**config.mk**
```make
export PLATFORM = sky130hd
export DESIGN_NAME = turn_fsm
export DESIGN_NICKNAME = d
export VERILOG_FILES = /design/src/rtl/turn_fsm_pkg.sv /design/src/rtl/turn_fsm_reveal_timer.sv /design/src/rtl/turn_fsm.sv
export SDC_FILE = /design/constraint.sdc
export NUM_CORES = 1
export LEC_CHECK = 0
export CAP_MARGIN = 5
export CORE_UTILIZATION = 50
export CTS_CLUSTER_DIAMETER = 150
export DETAILED_ROUTE_END_ITERATION = 8
export PLACE_DENSITY = 0.72
export SLEW_MARGIN = 20
export SYNTH_ARGS = -nofsm -noshare
export SYNTH_HDL_FRONTEND = slang
export SYNTH_SLANG_ARGS = --single-unit
```
**constraint.sdc**
```tcl
create_clock -name clk -period 3.6 [get_ports clk]
set_clock_uncertainty 0.2 [all_clocks]
set_input_delay 0.36 -clock clk [delete_from_list [all_inputs] [get_ports clk]]
set_output_delay 0.36 -clock clk [all_outputs]
set_load 0.03 [all_outputs]
```
**src/rtl/turn_fsm_pkg.sv**
```systemverilog
`default_nettype none
// ============================================================================
// Module      : turn_fsm_pkg
// Description : Shared types and constants for the Chicken Cha-Cha-Cha
//               game-flow controller and the downstream turn counter.
//               - state_t       : FSM state encoding (also exported on a port)
//               - PCNT_W        : player-count width, shared with turn counter
//               - MIN/MAX_PLAYERS and players_legal() range check
// Revision    : 1.0 - initial release
// ============================================================================
package turn_fsm_pkg;

  localparam int PCNT_W      = 3;
  localparam int MIN_PLAYERS = 2;
  localparam int MAX_PLAYERS = 4;

  typedef enum logic [2:0] {
    ST_IDLE      = 3'd0,
    ST_WAIT_FLIP = 3'd1,
    ST_REVEAL    = 3'd2,
    ST_JUDGE     = 3'd3,
    ST_MOVE      = 3'd4,
    ST_CHECK     = 3'd5,
    ST_NEXT      = 3'd6,
    ST_DONE      = 3'd7
  } state_t;

  function automatic logic players_legal(input logic [PCNT_W-1:0] n);
    return (n >= PCNT_W'(MIN_PLAYERS)) && (n <= PCNT_W'(MAX_PLAYERS));
  endfunction

endpackage
`default_nettype wire

```
**src/rtl/turn_fsm_reveal_timer.sv**
```systemverilog
`default_nettype none
// ============================================================================
// Module      : turn_fsm_reveal_timer
// Description : Loadable down-counter with a zero flag; times how long the
//               flipped card stays revealed. Saturates at zero.
// Ports       : clk, rst      - clock, synchronous active-high reset
//               load_i        - load load_val_i (has priority over dec_i)
//               load_val_i    - value to load
//               dec_i         - decrement by one when non-zero
//               zero_o        - count currently equals zero
// Revision    : 1.0 - initial release
// ============================================================================
module turn_fsm_reveal_timer #(
  parameter int CNT_W = 26
) (
  input  logic             clk,
  input  logic             rst,
  input  logic             load_i,
  input  logic [CNT_W-1:0] load_val_i,
  input  logic             dec_i,
  output logic             zero_o
);

  logic [CNT_W-1:0] count_q;

  always_ff @(posedge clk) begin
    if (rst) begin
      count_q <= '0;
    end else if (load_i) begin
      count_q <= load_val_i;
    end else if (dec_i && (count_q != '0)) begin
      count_q <= count_q - CNT_W'(1);
    end
  end

  // Decoded from the count flop; only consumed inside the FSM, never
  // driven straight to a module output.
  assign zero_o = (count_q == '0);

endmodule
`default_nettype wire

```
**src/rtl/turn_fsm.sv**
```systemverilog
`default_nettype none
// ============================================================================
// Module      : turn_fsm
// Description : Game-flow controller for Chicken Cha-Cha-Cha. Sequences each
//               turn (wait flip -> reveal -> judge -> move/next) and detects
//               game end. Drives the turn counter's strobes.
// Ports       : clk, rst     - clock, synchronous active-high reset
//               start        - start/restart pulse (IDLE and DONE only)
//               n_players    - requested player count (2..4 legal)
//               flip         - card flipped pulse (WAIT_FLIP only)
//               card_match   - sampled in JUDGE
//               win          - sampled in CHECK
//               n_latched    - player count frozen at game start
//               state        - current state encoding
//               card_show    - card revealed
//               move_en      - one-cycle advance-chicken strobe
//               next_turn    - one-cycle strobe to the turn counter
//               new_game     - one-cycle strobe resetting counter and board
//               game_done    - high while in DONE
// Revision    : 1.0 - initial release
// ============================================================================
module turn_fsm
  import turn_fsm_pkg::*;
#(
  parameter int unsigned REVEAL_CYCLES = 50000000,
  parameter int          CNT_W         = 26
) (
  input  logic              clk,
  input  logic              rst,
  input  logic              start,
  input  logic [PCNT_W-1:0] n_players,
  input  logic              flip,
  input  logic              card_match,
  input  logic              win,
  output logic [PCNT_W-1:0] n_latched,
  output logic [2:0]        state,
  output logic              card_show,
  output logic              move_en,
  output logic              next_turn,
  output logic              new_game,
  output logic              game_done
);

  // Loading N-1 and leaving REVEAL on the cycle the counter reads zero
  // gives exactly N cycles of card_show.
  localparam logic [CNT_W-1:0] REVEAL_LOAD = CNT_W'(REVEAL_CYCLES - 1);

  state_t            state_q;
  logic [PCNT_W-1:0] n_latched_q;
  logic              card_show_q;
  logic              move_en_q;
  logic              next_turn_q;
  logic              new_game_q;
  logic              game_done_q;

  logic timer_load;
  logic timer_dec;
  logic timer_zero;

  assign timer_load = (state_q == ST_WAIT_FLIP) && flip;
  assign timer_dec  = (state_q == ST_REVEAL);

  turn_fsm_reveal_timer #(
    .CNT_W (CNT_W)
  ) u_reveal_timer (
    .clk        (clk),
    .rst        (rst),
    .load_i     (timer_load),
    .load_val_i (REVEAL_LOAD),
    .dec_i      (timer_dec),
    .zero_o     (timer_zero)
  );

  // Every output is a flop: the turn counter edge-detects next_turn, so
  // no combinational decode may reach the pins.
  always_ff @(posedge clk) begin
    if (rst) begin
      state_q     <= ST_IDLE;
      n_latched_q <= '0;
      card_show_q <= 1'b0;
      move_en_q   <= 1'b0;
      next_turn_q <= 1'b0;
      new_game_q  <= 1'b0;
      game_done_q <= 1'b0;
    end else begin
      // Strobes are single-cycle; each is re-asserted only on entry to
      // its own state, which also keeps them mutually exclusive.
      move_en_q   <= 1'b0;
      next_turn_q <= 1'b0;
      new_game_q  <= 1'b0;

      case (state_q)
        ST_IDLE: begin
          if (start && players_legal(n_players)) begin
            n_latched_q <= n_players;
            new_game_q  <= 1'b1;
            state_q     <= ST_WAIT_FLIP;
          end
        end
        ST_WAIT_FLIP: begin
          // flip wins over a simultaneous start; start is ignored here.
          if (flip) begin
            card_show_q <= 1'b1;
            state_q     <= ST_REVEAL;
          end
        end
        ST_REVEAL: begin
          if (timer_zero) begin
            card_show_q <= 1'b0;
            state_q     <= ST_JUDGE;
          end
        end
        ST_JUDGE: begin
          if (card_match) begin
            move_en_q <= 1'b1;
            state_q   <= ST_MOVE;
          end else begin
            next_turn_q <= 1'b1;
            state_q     <= ST_NEXT;
          end
        end
        ST_MOVE: begin
          state_q <= ST_CHECK;
        end
        ST_CHECK: begin
          if (win) begin
            game_done_q <= 1'b1;
            state_q     <= ST_DONE;
          end else begin
            state_q <= ST_WAIT_FLIP;
          end
        end
        ST_NEXT: begin
          state_q <= ST_WAIT_FLIP;
        end
        ST_DONE: begin
          if (start) begin
            game_done_q <= 1'b0;
            state_q     <= ST_IDLE;
          end
        end
        default: begin
          state_q <= ST_IDLE;
        end
      endcase
    end
  end

  assign state     = state_q;
  assign n_latched = n_latched_q;
  assign card_show = card_show_q;
  assign move_en   = move_en_q;
  assign next_turn = next_turn_q;
  assign new_game  = new_game_q;
  assign game_done = game_done_q;

endmodule
`default_nettype wire

```
# ---- Word-level counts from Yosys, hierarchy flattened
# Cells that the tools add are included.
dict set report totals {
  latchBits 0
  romBits 0
  mem_count 0
  ramBits 0
  reg_bits 37
  output_inout_bits 11
  in_bits 9
}
dict set report classes {
  bitwise_logic 2
  mul 0
  shift 0
  reduce_logical 17
  addsub 1
  eq_ne 12
  div 0
  order_cmp 2
  muxes 18
}
# op count
set ops {}
lappend ops {{two-way mux 26 bit} 2}
lappend ops {{logical NOT 26 bit} 1}
lappend ops {{nonzero test 26 bit} 1}
lappend ops {{subtractor 26 x 1 -> 26 bit (second input constant)} 1}
lappend ops {{case mux 3 bit (8 select lines)} 1}
lappend ops {{two-way mux 3 bit} 5}
lappend ops {{== test 3 bit (second input constant)} 4}
lappend ops {{!= test 2 bit (second input constant)} 5}
lappend ops {{two-way mux 1 bit} 7}
lappend ops {{== test 3 x 2 -> 1 bit (second input constant)} 2}
lappend ops {{AND reduction 3 bit} 2}
lappend ops {{nonzero test 2 bit} 3}
lappend ops {{OR reduction 2 bit} 3}
lappend ops {{logical AND 1 bit} 4}
lappend ops {{case mux 1 bit (2 select lines)} 2}
lappend ops {{AND reduction 4 bit} 1}
lappend ops {{== test 3 x 1 -> 1 bit (second input constant)} 1}
lappend ops {{greater-or-equal comparator 3 x 2 -> 1 bit (second input constant)} 1}
lappend ops {{less-or-equal comparator 3 bit (second input constant)} 1}
lappend ops {{logical NOT 3 bit} 1}
lappend ops {{two-way mux 2 bit} 1}
lappend ops {{NOT 1 bit} 2}
lappend ops {{AND reduction 2 bit} 1}

# ---- Depth between registers and ports, before layout
# Gate-level depths: netlist of run 1.
dict set report depth {
  word_depth 5
  depth_mapped 10
  ltp_nobuf 7
}

# ---- Cells and area by module
# Synthesis of run 1 repeated with hierarchy kept, for this count alone.
dict set report unflattened {
  cells_unflattened 265
  hier_area_um2 2203.4
}
# module seq_area_each_um2 cells_per_inst instances area_per_inst_um2
set modules_own_cells {}
lappend modules_own_cells {turn_fsm_reveal_timer 520.5 201 1 1654.1}
lappend modules_own_cells {turn_fsm 220.2 64 1 549.3}

# ---- Worst setup path after synthesis of run 1
# No wires, ideal clock.
dict set report synth_path {
  path_kind {register -> register}
  from {reg u_reveal_timer.count_q[0]}
  to {reg u_reveal_timer.count_q[4]}
  path_buffers 2
  arrival_ns 2.241
  t_required_ns 3.280
  path_stages_with_launch 10
  period_less_slack_ns 2.561
  path_slack_ns 1.039
  setup_time_ns 0.120
  path_cell_list {dfxtp_1 inv_1 ha_1 or4b_1 buf_2 or4_4 o31ai_4 buf_6 nor2_1 o31a_1}
}
dict set report synth_between {
  elab_chain_cells 3
  word_cells_on_any_way 6
  cone_classes {add/sub: 1; mux: 2; reduce/logical: 3}
}
# item line_no
set synth_lines {}
lappend synth_lines {{start: declaration} turn_fsm_reveal_timer.sv:24} ;# logic [CNT_W-1:0] count_q;
lappend synth_lines {{start signal: assignment} turn_fsm_reveal_timer.sv:30} ;# count_q <= load_val_i;
lappend synth_lines {{start signal: assignment} turn_fsm_reveal_timer.sv:32} ;# count_q <= count_q - CNT_W'(1);
lappend synth_lines {{subtractor 26 x 1 -> 26 bit or nonzero test 26 bit (tied branches)} {turn_fsm_reveal_timer.sv:32, turn_fsm_reveal_timer.sv:31}}
lappend synth_lines {{two-way mux 26 bit or logical AND 1 bit (tied branches)} turn_fsm_reveal_timer.sv:31} ;# end else if (dec_i && (count_q != '0)) begin
lappend synth_lines {{two-way mux 26 bit or nonzero test 2 bit (tied branches)} --}
# Parallel ways exist; a longest one is shown, timed or not. The select of a mux whose other input is x is not followed.
# A chain may end at the register's enable or synchronous reset.

# ---- Worst setup path after layout of run 1
dict set report layout_path {
  from {reg u_reveal_timer.count_q[0]}
  to {reg u_reveal_timer.count_q[23]}
}
# Same word-level chain as after synthesis.

==> qor.txt, run 1 <==
DPL Wire Length - 2860 um
worst min path class - register to register
#FFs+latches synth - 37
WL final - 4140 um
Longest Clk Path Bufs - 2
via count - 1698
antenna violations before repair - 0
post-CTS sizing - 0
Initial Utilization - 54.1%
Top-Level Pins - 20
Critical Path Start - u_reveal_timer.count_q[0]
Tmin final - 2.92 ns
CP top delay family - simple AND/OR/NAND/NOR gates
NetSw - 0.423 mW
clock-pin slew of the registers on the worst-case setup and hold paths - 0.07 ns
clock share of power - 25.1%
Post-CTS Hold Fix Bufs - 0
largest net degree at the start of global routing - 29
CP startpoint kind - register
CTS tree - yes
Primary FF master, synth - dfxtp_1
Slowest Stage Delay on Critical Path - 0.62 ns
CP Class - register to register
ys async rst share - 0%
critical path's slowest cell - or4b_1
CP endpoint - u_reveal_timer.count_q[23]
final net count - 243
clk sinks - 37
syn_area_per_cell - 8.69 um2
post-CTS setup buffer count - 0
Pins Over Slew Limit - 0
Num CTS Buffers - 5
remaining antenna violation count - 0
WP depth - 8
Slew headroom - 53.3%
Syn Inst Count - 216
grt total ovfl - 0
# DRC - 0
register area share after synthesis - 39.4%
setup TNS - 0 ns
Critical Path RT - 3.55 ns
first-pass GRT wire length - 7010 um
gp weighted congestion - 0.812
outcome - completed
synth warn - 0
Synth Cell Area - 1880 um2
clk_lat worst skew - 0.30 ns
DRT iter0 DRCs - 97
dominant cells by area after synthesis - dfxtp_1 (39%), or4_1 (4.8%), a31oi_1 (4.7%), or3_1 (4.3%), a21oi_1 (4.3%)
Overall Global Routing Usage - 22.7%
pre-CTS WS - 0.713 ns
CP arrival - 2.87 ns
non-filler cells, final - 279
crit path capture type - register
Worst R2R Path Depth - 8
die area - 4000 um2
Max-Cap Viols - 0
Via density - 6.09
CP Buf/Inv Count - 2
# port buffers - 19
DR WL/cell - 14.8 um
final hold vios - 0
Unique masters post-synth - 48
Synth area leader - dfxtp_1
Die Y-Extent - 63.3 um
Sw Ratio - 36.2%
Internal Power - 0.746 mW
Final Util - 62.4%
row count - 21
Logic pwr share - 33.3%
total power - 1.17 mW
CP cell instances - inv_1 > ha_1 > or4b_1 > or4_4 > o31ai_4 > buf_4 > or4_1 > a31oi_1
dpl cell area - 2080 um2
H-tree depth - 2
reg2reg setup slack - 0.68 ns
crit path max fanout - 14
DRT Pass-1 Iters - 4
period utilisation layout - 81.1%
Max Clk Rate - 342 MHz
Post-synth EDFFs - 0
WHS - 0.285 ns
core area - 3470 um2
Seq pwr share - 41.7%
antenna cells - 0
P_leak - 0.776 nW
Setup-failing EPs final - 0
Worst Tran Pin Value - 0.697 ns
number of global-route vias before repair - 1573
PnR worst setup slack - 0.679 ns
reg-to-reg startpoint - u_reveal_timer.count_q[0]
post-synth top area share - 39.4%
Peak VDD IR - 0.371 mV
root buf cell - clkbuf_8
Die Wd - 63.3 um
Synthesized Nets - 226
share of cells above drive strength 1 - 8.58%
RSZ-0062 raised after global routing - no
power density cells - 540 nW/um2
Layout area overhead - 15.3%
final instance area - 2160 um2
Inst Count DP - 272
Worst R2R End - u_reveal_timer.count_q[23]
## worst min-delay path by stage
stage / from / to / depth (start not counted)
4_1_cts: u_reveal_timer.count_q[8] / u_reveal_timer.count_q[8] / 2
3_5_place_dp: u_reveal_timer.count_q[8] / u_reveal_timer.count_q[8] / 2
3_3_place_gp: u_reveal_timer.count_q[8] / u_reveal_timer.count_q[8] / 2
5_1_grt: u_reveal_timer.count_q[8] / u_reveal_timer.count_q[8] / 2
6_report: u_reveal_timer.count_q[8] / u_reveal_timer.count_q[8] / 2
2_1_floorplan: card_match / next_turn / 1
## flip-flops by register name (all words and copies together), names as in the netlist
signal / count
game_done: 1
state: 3
new_game: 1
move_en: 1
u_reveal_timer.count_q: 26
next_turn: 1
n_latched: 3
card_show: 1
## power groups by stage
| stage | clock network (mW) | registers (mW) | logic (mW) |
|---|---|---|---|
| 4_1_cts | 0.299 | 0.485 | 0.387 |
| 3_3_place_gp | 0 | 0.492 | 0.372 |
| 3_5_place_dp | 0 | 0.494 | 0.384 |
| 2_1_floorplan | 0 | 0.492 | 0.300 |
| 6_report | 0.293 | 0.487 | 0.389 |
| 5_1_grt | 0.318 | 0.493 | 0.428 |
## cell usage after synthesis (2+ instances only)
library cell	instances
xor2_1	4
nand3_1	5
or3_1	13
inv_1	7
nand2_1	8
or4_1	12
clkbuf_1	9
o21ai_0	4
o211ai_1	2
o31ai_1	9
nor2b_1	3
dfxtp_1	37
xnor2_1	2
a211oi_1	3
mux2i_1	3
o21ai_1	4
nor3_1	6
nand4_1	2
nor3b_1	2
nor2_1	17
or2_1	2
a31oi_1	14
a21oi_1	16
or4_4	2
and3_1	2
or2_2	4
nor4_1	3
## final cells by class
type                    instances  area [um2]
clock buffers                   7        86.3
fillers                       324        1300
inverters                       7        26.3
multi-input cells             160        1040
flip-flops and latches         37         741
well taps                      46        57.6
repair buffers                 22         213
## layout by cell type (no fill, tap or decap), types with 3 or more instances in the layout
cell,n
a211oi_1,3
a21oi_1,16
a31oi_1,14
buf_4,3
clkbuf_8,6
clkdlybuf4s50_1,19
dfxtp_1,37
inv_1,7
mux2i_1,3
nand2_1,8
nand3_1,5
nor2_1,17
nor2b_1,3
nor3_1,6
nor4_1,3
o21ai_0,4
o21ai_1,4
o31ai_1,9
or2_2,4
or3_1,13
or4_1,12
xor2_1,4
## logic make-up (layout without fill, tap and decap cells)
logic type / count (synthesis) / count (layout) / share of synthesized area (%)
multiplexers: 3 / 3 / 1.60
adder cells (fa/ha/maj): 1 / 1 / 0.666
AO/OA/AOI/OAI: 61 / 61 / 21.6
flip-flops: 37 / 37 / 39.4
AND/OR/NAND/NOR: 89 / 89 / 28.8
XOR/XNOR: 6 / 6 / 2.80
buffers and inverters: 19 / 36 / 5.13
## worst min-delay path, cell delays in order (launching register included)
cell and delay [ns]:
dfxtp_1 0.32, o31ai_1 0.06, a21oi_1 0.05
## per-layer routing
| layer | track usage [%] | share of wire, % | vias up |
|---|---|---|---|
| met5 | 0 | 0 | - |
| met2 | 36.7 | 48 | 21 |
| met1 | 28.0 | 47 | 809 |
| li1 | - | - | 860 |
| met3 | 4.89 | 2.7 | 8 |
| met4 | 12.2 | 2.2 | 0 |
(Power assumes the default switching activity.)
==> inputs of run 2 (changes only) <==
--- a/config.mk
+++ b/config.mk
@@ -9,7 +9,7 @@
 export CORE_UTILIZATION = 50
 export CTS_CLUSTER_DIAMETER = 150
 export DETAILED_ROUTE_END_ITERATION = 8
-export PLACE_DENSITY = 0.72
+export PLACE_DENSITY = 0.75
 export SLEW_MARGIN = 20
 export SYNTH_ARGS = -nofsm -noshare
 export SYNTH_HDL_FRONTEND = slang
==> constraint.sdc (replaced) <==
create_clock -name clk -period 2.6 [get_ports clk]
set_clock_uncertainty 0.2 [all_clocks]
set_input_delay 0.26 -clock clk [delete_from_list [all_inputs] [get_ports clk]]
set_output_delay 0.26 -clock clk [all_outputs]
set_load 0.03 [all_outputs]
==> qor.txt, run 2 (synthesis gave the netlist of run 1 again) <==
Initial Utilization - 54.1% (unchanged)
post-CTS setup buffer count - 0 (unchanged)
share of cells above drive strength 1 - 14.0% (was 8.58%)
clk sinks - 37 (unchanged)
H-tree depth - 2 (unchanged)
DRT iter0 DRCs - 111 (was 97)
crit path max fanout - 6 (was 14)
routed length on met2 - 1800 um (was 1970 um)
antenna cells - 0 (unchanged)
Setup-failing EPs final - 0 (unchanged)
# DRC - 0 (unchanged)
Post-CTS Hold Fix Bufs - 0 (unchanged)
final instance area - 2260 um2 (was 2160 um2)
Layout area overhead - 20.3% (was 15.3%)
Metal-1 WL - 2090 um (was 1960 um)
Worst Tran Pin Value - 0.691 ns (was 0.697 ns)
period utilisation layout - 96.5% (was 81.1%)
Via density - 5.88 (was 6.09)
DPL Wire Length - 2940 um (was 2860 um)
grt total ovfl - 0 (unchanged)
CP Class - register to register (unchanged)
CP startpoint kind - register (unchanged)
core area - 3470 um2 (unchanged)
clk_lat worst skew - 0.29 ns (was 0.30 ns)
CTS tree - yes (unchanged)
Final Util - 65.1% (was 62.4%)
root buf cell - clkbuf_8 (unchanged)
dpl cell area - 2140 um2 (was 2080 um2)
CP arrival - 2.53 ns (was 2.87 ns)
Die Y-Extent - 63.3 um (unchanged)
P_leak - 0.823 nW (was 0.776 nW)
worst min path class - register to register (unchanged)
Most flops, register - u_reveal_timer.count_q (unchanged)
RSZ-0062 raised after global routing - yes (was no)
remaining antenna violation count - 0 (unchanged)
Die Wd - 63.3 um (unchanged)
Max Clk Rate - 399 MHz (was 342 MHz)
met3 WL - 189 um (was 110 um)
Tmin final - 2.51 ns (was 2.92 ns)
commonest non-fill, non-tap cell in the layout - dfxtp_1 (unchanged)
Largest register FFs - 26 (unchanged)
outcome - completed (unchanged)
largest net degree at the start of global routing - 28 (was 29)
number of global-route vias before repair - 1570 (was 1573)
gp weighted congestion - 0.831 (was 0.812)
Inst Count DP - 280 (was 272)
die area - 4000 um2 (unchanged)
most frequent cells in the layout - dfxtp_1 (36), clkdlybuf4s50_1 (19), nor2_1 (17), a21oi_1 (16), a31oi_1 (14) (was dfxtp_1 (37), clkdlybuf4s50_1 (19), nor2_1 (17), a21oi_1 (16), a31oi_1 (14))
Slew headroom - 53.7% (was 53.3%)
DRT Pass-1 Iters - 4 (unchanged)
WL final - 4150 um (was 4140 um)
final hold vios - 0 (unchanged)
WHS - 0.260 ns (was 0.285 ns)
Critical Path RT - 2.62 ns (was 3.55 ns)
first-pass GRT wire length - 7270 um (was 7010 um)
Longest Clk Path Bufs - 2 (unchanged)
via count - 1692 (was 1698)
Peak VDD IR - 0.405 mV (was 0.371 mV)
crit path capture type - register (unchanged)
Num CTS Buffers - 5 (unchanged)
Top-Level Pins - 20 (unchanged)
Pins Over Slew Limit - 0 (unchanged)
highest metal used - met4 (unchanged)
power density cells - 752 nW/um2 (was 540 nW/um2)
row count - 21 (unchanged)
DR WL/cell - 14.4 um (was 14.8 um)
clock-pin slew of the registers on the worst-case setup and hold paths - 0.07 ns (about the same)
non-filler cells, final - 288 (was 279)
antenna violations before repair - 0 (unchanged)
Overall Global Routing Usage - 23.3% (was 22.7%)
# port buffers - 19 (unchanged)
final net count - 251 (was 243)
Max-Cap Viols - 0 (unchanged)
run 2: cell count changes in the layout (fill, tap and decap cells not counted), sizes merged:
cell | before | now
clkinv | 0 | 2
buf | 3 | 11
clkbuf | 7 | 6
run 2: critical path, cell delays in order, from the launching register on:
cell and delay (ns):
dfxtp_1 0.35, or4_4 0.57, or3_1 0.38, or3_4 0.36, or4_1 0.41, a31oi_1 0.17
run 2: path summary, 6_finish.rpt:
path                                            startpoint                         end  slack (ns)  depth (start not counted)
worst max-delay path            u_reveal_timer.count_q[12]  u_reveal_timer.count_q[23]        0.09                          5
worst min-delay path             u_reveal_timer.count_q[0]   u_reveal_timer.count_q[0]        0.26                          1
worst max register to register  u_reveal_timer.count_q[12]  u_reveal_timer.count_q[23]        0.09                          5
worst min register to register   u_reveal_timer.count_q[0]   u_reveal_timer.count_q[0]        0.26                          1
run 2: repair_timing:
action / 4_1_cts / 5_1_grt
pin swaps: 0 / 1
gates cloned: 0 / 0
gates resized for setup: 1 / 7
setup endpoints to repair: 2 / 17
run 2: power breakdown:
| group | switching (mW) | total, mW | internal (mW) |
|---|---|---|---|
| sequential | 0.0511 | 0.668 | 0.617 |
| clock | 0.201 | 0.387 | 0.186 |
| combinational | 0.363 | 0.644 | 0.281 |
run 2: final cells by class:
| type | count | area, um2 |
|---|---|---|
| clock inverter | 2 | 10.0 |
| tap | 46 | 57.6 |
| clock buffer | 6 | 72.6 |
| multi-input combinational | 160 | 1070 |
| inverter | 7 | 26.3 |
| fill | 307 | 1210 |
| timing repair buffer | 30 | 280 |
| sequential | 37 | 742 |
run 2: per-layer routing:
metal | track usage (%) | vias up
met3 | 4.35 | 9
li1 | - | 874
met2 | 36.8 | 30
met1 | 31.1 | 779
met5 | 0 | -
met4 | 9.38 | 0
run 2: through the flow:
stage / TNS, ns / setup WS, ns / power (mW)
finish: 0 / 0.0907 / 1.70
global route: -0.0176 / -0.0152 / 1.81
CTS: 0 / 0.0260 / 1.66
detailed placement: -0.0586 / -0.0406 / 1.27
global placement: 0 / 0.0859 / 1.25
floorplan: 0 / 0.0390 / 1.10
